==> src/rtl/ooo_read_responder.sv <==
// Out-of-order AR/R slave model: holds each 4-bit-ID read for MIN_LAT + (lfsr & LAT_MASK) cycles, then returns lowest expired ID first.
// Response beat is registered (earliest rvalid at accept+L+1); rready backpressure holds the beat while AR accept continues.
module ooo_read_responder #(
  parameter int          DATA_WIDTH      = 8,
  parameter int          MAX_OUTSTANDING = 16,
  parameter int          MIN_LAT         = 1,
  parameter logic [3:0]  LAT_MASK        = 4'hF,
  parameter logic [7:0]  LFSR_SEED       = 8'hA5
) (
  input  logic                  clk,
  input  logic                  rst_n,
  input  logic [3:0]            s_arid_i,
  input  logic                  s_arvalid_i,
  output logic                  s_arready_o,
  output logic [DATA_WIDTH-1:0] s_rdata_o,
  output logic [3:0]            s_rid_o,
  output logic                  s_rvalid_o,
  input  logic                  s_rready_i
);

  localparam logic [7:0] SEED = (LFSR_SEED == 8'h00) ? 8'h01 : LFSR_SEED;

  typedef enum logic {IDLE, PRESENT} state_t;

  state_t                state_q, state_nxt;
  logic [15:0]           pending;
  logic [4:0]            cnt [16];
  logic [DATA_WIDTH-1:0] mem [16];
  logic [7:0]            lfsr;
  logic [4:0]            pend_cnt;
  logic [15:0]           expired;
  logic                  any_exp;
  logic [3:0]            sel;
  logic [4:0]            lat;
  logic                  accept;
  logic                  load;
  logic                  hs;
  logic                  rvalid_q;
  logic [3:0]            rid_q;
  logic [DATA_WIDTH-1:0] rdata_q;

  assign s_rvalid_o = rvalid_q;
  assign s_rid_o    = rid_q;
  assign s_rdata_o  = rdata_q;

  always_comb begin
    pend_cnt = '0;
    for (int i = 0; i < 16; i++) pend_cnt = pend_cnt + {4'b0, pending[i]};
  end

  assign s_arready_o = !pending[s_arid_i] && (pend_cnt < 5'(MAX_OUTSTANDING));
  assign accept      = s_arvalid_i && s_arready_o;
  assign lat         = 5'(MIN_LAT) + {1'b0, lfsr[3:0] & LAT_MASK};

  // The beat already on the bus must not be selected a second time.
  always_comb begin
    for (int i = 0; i < 16; i++)
      expired[i] = pending[i] && (cnt[i] == 5'd0) && !(rvalid_q && (rid_q == 4'(i)));
  end

  assign any_exp = |expired;

  always_comb begin
    sel = '0;
    for (int i = 15; i >= 0; i--)
      if (expired[i]) sel = 4'(i);
  end

  always_comb begin
    state_nxt = state_q;
    load      = 1'b0;
    hs        = 1'b0;
    case (state_q)
      IDLE: begin
        if (any_exp) begin
          load      = 1'b1;
          state_nxt = PRESENT;
        end
      end
      PRESENT: begin
        if (s_rready_i) begin
          hs = 1'b1;
          if (any_exp) load = 1'b1;
          else state_nxt = IDLE;
        end
      end
      default: state_nxt = IDLE;
    endcase
  end

  always_ff @(posedge clk or negedge rst_n) begin
    if (!rst_n) begin
      state_q  <= IDLE;
      rvalid_q <= 1'b0;
      rid_q    <= '0;
      rdata_q  <= '0;
    end else begin
      state_q <= state_nxt;
      if (load) begin
        rvalid_q <= 1'b1;
        rid_q    <= sel;
        rdata_q  <= mem[sel];
      end else if (hs) begin
        rvalid_q <= 1'b0;
      end
    end
  end

  always_ff @(posedge clk or negedge rst_n) begin
    if (!rst_n) begin
      lfsr <= SEED;
    end else begin
      lfsr <= {lfsr[6:0], lfsr[7] ^ lfsr[5] ^ lfsr[4] ^ lfsr[3]};
    end
  end

  // An accept and a completion never target the same ID at one edge (arready is low while pending).
  always_ff @(posedge clk or negedge rst_n) begin
    if (!rst_n) begin
      pending <= '0;
      for (int i = 0; i < 16; i++) begin
        cnt[i] <= '0;
        mem[i] <= DATA_WIDTH'(i * 17);
      end
    end else begin
      for (int i = 0; i < 16; i++) begin
        if (accept && (s_arid_i == 4'(i))) begin
          pending[i] <= 1'b1;
          cnt[i]     <= lat;
        end else begin
          if (hs && (rid_q == 4'(i))) pending[i] <= 1'b0;
          if (pending[i] && (cnt[i] != 5'd0)) cnt[i] <= cnt[i] - 5'd1;
        end
        if (hs && (rid_q == 4'(i))) mem[i] <= mem[i] + DATA_WIDTH'(1);
      end
    end
  end

endmodule

==> config.mk <==
export PLATFORM = sky130hd
export DESIGN_NAME = ooo_read_responder
export DESIGN_NICKNAME = d
export VERILOG_FILES = /design/src/rtl/ooo_read_responder.sv
export SDC_FILE = /design/constraint.sdc
export NUM_CORES = 1
export LEC_CHECK = 0
export BUFFER_PORTS_ARGS = -buffer_cell sky130_fd_sc_hd__buf_2
export CORE_MARGIN = 2
export CORE_UTILIZATION = 35
export CTS_BUF_LIST = sky130_fd_sc_hd__clkbuf_16
export DETAILED_ROUTE_END_ITERATION = 10
export GPL_TIMING_DRIVEN = 0
export HOLD_SLACK_MARGIN = 0.1
export PLACE_DENSITY_LB_ADDON = 0.3
export SYNTH_ARGS = -nofsm -noshare
export SYNTH_HDL_FRONTEND = slang
export SYNTH_SLANG_ARGS = --single-unit
==> constraint.sdc <==
create_clock -name clk -period 5.8 [get_ports clk]
set_input_delay 1.16 -clock clk [delete_from_list [all_inputs] [get_ports clk]]
set_output_delay 1.16 -clock clk [all_outputs]
set_load 0.02 [all_outputs]
# Yosys cells after proc, flatten, opt, wreduce, memory -nomap -nowiden
# Cells that the tools add are included.
# word_totals
register_bits,246
latchBits,0
ramBits,0
mem_bits_ro,0
in_bits,8
out_inout_bits,14
elab_cells,416
n_memories,0
# classes
add_sub_neg,48
n_mul,0
div_mod_pow,0
magnitude_cmp,3
n_eq_ne,30
shifts,0
n_mux,94
bitwise,5
n_reduce_logical,183
# ops
op,count
$mux W5,32
$add A8 B1 Y8 const B,16
$logic_and A1 B1 Y1,98
$logic_not A5 Y1,16
$reduce_bool A5 Y1,16
$sub A5 B1 Y5 const B,16
$reduce_bool A2 Y1,33
$eq A4 B4 Y1 const B,16
$mux W4,16
$add A5 B1 Y5,11
$mux W1,40
$bmux W8 S4,1
$eq A4 B3 Y1 const B,8
$logic_not A1 Y1,17
$eq A4 B2 Y1 const B,4
$mux W8,2
$reduce_or A16 Y1,1
$eq A4 B1 Y1 const B,2
$logic_not A4 Y1,2
$add A1 B4 Y5 const A,1
$add A4 B1 Y5,1
$ge A5 B5 Y1 const B,1
$lt A4 B5 Y1 const B,1
$lt A5 B5 Y1 const B,1
8 further kinds,11

# Longest topological paths before layout
# logic_depth
ltp_word,24
mapped_depth,16
ltp_nobuf,16

# Worst setup path before layout
# No wires, ideal clock.
# synth_path
kind,reg-to-output
startpoint,register pending[0]
endpoint,output s_arready_o
arrival_time_ns,3.397
t_required_ns,4.640
setup_slack_ns,1.243
stages_incl_launch_ff,12
path_buffers,0
path_cell_list,dfrtp_1 > fa_1 > inv_1 > fa_1 > inv_1 > fa_1 > fa_1 > ha_1 > and3b_1 > o21ai_0 > nand2b_1 > a21oi_2
# synth_between
elab_chain_len,17
elab_cells_between_ends,20
classes_between,add/sub (15); order compare (1); mux (2); reduce/logical (2)
# synth_rtl
element,line_no,source
start: declaration,26,logic [15:0] pending;
start signal: assignment,120,pending <= '0;
start signal: indexed assignment,128,pending[i] <= 1'b1;
start signal: indexed assignment,131,if (hs && (rid_q == 4'(i))) pending[i] <= 1'b0;
$add A1 B1 Y2,48,"for (int i = 0; i < 16; i++) pend_cnt = pend_cnt + {4'b0, pending[i]};"
$add A2 B1 Y3,48,
$add A3 B1 Y4,48,
$add A4 B1 Y5,48,
$add A5 B1 Y5 (11 in series),48,
$lt A5 B5 Y1,51,assign s_arready_o = !pending[s_arid_i] && (pend_cnt < 5'(MAX_OUTSTANDING));
$logic_and A1 B1 Y1 (*),51,
end: declaration,14,"output logic s_arready_o,"
# Mark *: on every way between the ends. The rest lies on a longest branch, timed or not. The select of a mux whose other input is x is not followed.

# Worst setup path after layout
# layout_path
startpoint,register pending[5]
endpoint,output s_arready_o
# layout_between
elab_chain_len,13
elab_cells_between_ends,16
classes_between,add/sub (11); order compare (1); mux (2); reduce/logical (2)
# layout_rtl
element,line_no
$add A5 B1 Y5 (11 in series),48
$lt A5 B5 Y1,51
$logic_and A1 B1 Y1 (*),51
# Marks and branches as above.

==> impl_metrics.toml <==
[worst_setup_path]
cp_max_fo = 8
critPathArrivalTime_ns = 4.40
crit_type = "reg -> out"
crit_path_top_delay_cell = "fa_1"
cp_slowest_stage_delay_ns = 0.53
end_kind = "output pin"
crit_chain = "inv_1 > fa_1 > fa_1 > inv_1 > fa_1 > fa_1 > ha_1 > and3b_1 > o21ai_0 > nand2b_1 > a21oi_4 > buf_2"
cpMostUsedCell = "fa_1"
start_kind = "flip-flop"
required_ns = 4.64

[synth]
synth_simple_gate_area_share = 0.169
synth_top_area_frac = 0.320
synthCells = 1289
syn_area_mm2 = 0.0139
yosysWarnings = 0
async_flop_share = 1.00
synth-main-ff-cell = "dfrtp_1"
syn_area_per_cell_um2 = 10.8
syn_nets = 1358
synthAdderAreaFrac = 0.0596
synth_top_family_by_area = "simple AND/OR/NAND/NOR gates"
synth_edf_count = 0
yosys.cell_count.top_type = "dfrtp_1"
synth_seq_cells = 246
synth.area.top_cells = "dfrtp_1 (32%), dfstp_2 (13%), xnor2_1 (7.2%)"
synth_cell_type_count = 80
yosys-top-cells-count = "dfrtp_1 (178), xnor2_1 (115), nand2_1 (93)"
synth_area_leader_cell = "dfrtp_1"
synth_xor_area_frac = 0.113
muxShareOfSynthArea = 0.0856
ys_seq_area_frac = 0.448
synth_compound_area_frac = 0.0939

[sta]
slew_headroom = 0.198
min_period_ns = 5.56
setup_violations = 0
hold_violations = 0
max_clock_freq_mhz = 180
worst_pin_slew_ns = 1.20
setup_tns_ns = 0
finalCritPeriodShare = 0.959
fin_skew_ns = 0.0120
finalMaxSlewViolations = 0
rsz0062_at_grt = "false"

[route]
avgViaCountPerCell = 5.20
postRouteAntennaNets = 0
routed_wl_um = 33600
drtIter0Drc = 628
routed-via-count = 9819
routedWlPerCell_um = 17.8
drcViolationCount = 0
drt_first_pass_iters = 5

[cts]
clock_latency_ns = 0.57
cts_tree = "built"
cts_buffers = 29
cts_sinks = 246
clk_pin_slew_ns = 0.06
clockRootBuffer = "clkbuf_16"
clk_path_buf_depth = 3
htree_levels = 1
post_cts_buffers = 0

[place]
place_congestion = 0.846
hpwl_um = 24700
io_buffer_count = 18
place_area_mm2 = 0.0147

[power_and_ir_drop]
power.density_mw_per_mm2 = 543
power_leakage_nw = 6.48
p_clk_frac = 0.216
p_switching_w = 0.00350
ir_drop_uv = 353
p_sw_frac = 0.410
internal_power_w = 0.00504
p_comb_frac = 0.458
seqPwrFrac = 0.326

[flow_run]
cap_violations = 0

[floorplan]
dieArea_mm2 = 0.0414
die_h_um = 203
pin_count = 22
coreArea_mm2 = 0.0395
placementRows = 73
start_util = 0.352
chipWidth_um = 203

[layout]
antenna_cells = 0
area_growth_syn_to_layout_pct = 12.7
fillers = 3775
final_area_mm2 = 0.0157
final_nets = 1409
layout-drive-gt1-share = 0.164

[grt]
grt_pass1_wl_um = 55100
antenna_found_initial = 0
overflow = 0
grt_usage = 0.167
grt_pass1_vias = 10000
grt_max_degree = 93

[run_status]
status = "complete, no violations"

[min_path]
min_path_type = "reg -> reg"
==> logic make-up after synthesis <==
logic type	Yosys count
adder cells (fa/ha/maj)	61
AO/OA/AOI/OAI	189
multiplexers	109
buffers and inverters	103
XOR/XNOR	180
AND/OR/NAND/NOR	401
flip-flops	246
==> cells in the final DEF (no fill, tap or decap), types with 9 or more instances in the layout <==
master     instances
a21oi_1           43
a22oi_1           10
and3_1            16
buf_2             31
clkbuf_1          17
clkbuf_16         29
dfrtp_1          178
dfstp_2           68
fa_1               9
ha_1              52
inv_1             72
mux2_2            29
mux2i_1           73
nand2_1           93
nand2b_1          26
nand3_1           39
nand4_1           28
nor2_1            75
nor3_1            10
nor4_1            24
o21ai_0           35
o221ai_1           9
o22ai_1           32
or3_1             15
xnor2_1          115
xor2_1            65
==> flip-flops by register name, indices dropped and copies added (netlist names) <==
| name | cells |
|---|---|
| cnt | 80 |
| lfsr | 8 |
| mem | 128 |
| pending | 16 |
| s_rdata_o | 8 |
| s_rid_o | 4 |
| s_rvalid_o | 1 |
| state_q | 1 |
==> worst max-delay path, delay by kind of cell, from the launching register on <==
| family | cells | cell delay, ns |
|---|---|---|
| and+or+nand+nor | 2 | 0.27 |
| buffers and inverters | 3 | 0.48 |
| DFF | 1 | 0.51 |
| AOI/OAI and AO/OA | 2 | 0.42 |
| adders and majority gates | 5 | 2.16 |
==> layer usage <==
layer | share of wire | up-vias | global-route usage
met2 | 0.47 | 167 | 0.270
met5 | 0 | - | 0
met3 | 0.037 | 46 | 0.0205
li1 | - | 4699 | -
met1 | 0.47 | 4907 | 0.234
met4 | 0.025 | 0 | 0.0511
==> power groups by stage <==
stage / clock, W / sequential [W] / combinational, W
after detailed placement: 0 / 0.00280 / 0.00386
after CTS: 0.00189 / 0.00278 / 0.00390
final: 0.00185 / 0.00278 / 0.00390
after floorplan: 0 / 0.00269 / 0.00292
after global placement: 0 / 0.00279 / 0.00374
after global routing: 0.00195 / 0.00286 / 0.00443
==> final timing paths <==
| path | cells after the start | to | slack [ns] | from |
|---|---|---|---|---|
| setup / recovery | 12 | s_arready_o | 0.24 | pending[5] |
| hold / removal | 0 | lfsr[7] | 0.35 | lfsr[6] |
| setup reg to reg | 14 | cnt[72] | 0.85 | pending[5] |
| hold reg to reg | 0 | lfsr[7] | 0.35 | lfsr[6] |
| max in group asynchronous | 2 | mem[4] | 4.28 | rst_n |
| min in group asynchronous | 1 | cnt[47] | 0.62 | rst_n |
==> timing repair <==
item                                    in CTS  in global routing
resized for setup                            0                  1
hold buffers                                 0                  0
endpoints found under the setup margin       0                  1
==> cell type report <==
cell class / count / area [um^2] / share of cell area
Timing Repair Buffer: 20 / 155 / 0.00988
Inverter: 66 / 248 / 0.0158
Multi-Input combinational cell: 940 / 7270 / 0.463
Clock inverter: 25 / 229 / 0.0146
Sequential cell: 246 / 6240 / 0.397
Buffer: 37 / 175 / 0.0112
Tap cell: 525 / 657 / 0.0418
Clock buffer: 29 / 726 / 0.0462
==> metrics by stage <==
step           setup WS [ns]  hold WS [ns]  utilization  total power (W)  instances
6_report               0.237         0.352        0.397          0.00853       1888
2_1_floorplan           1.24         0.333            -          0.00561       1289
3_5_place_dp           0.803         0.347        0.373          0.00666       1834
3_3_place_gp           -1.02         0.335        0.371          0.00654       1832
4_1_cts                0.173         0.352        0.397          0.00857       1888
5_1_grt               0.0367         0.359        0.397          0.00924       1888
(Power assumes the default switching activity.)
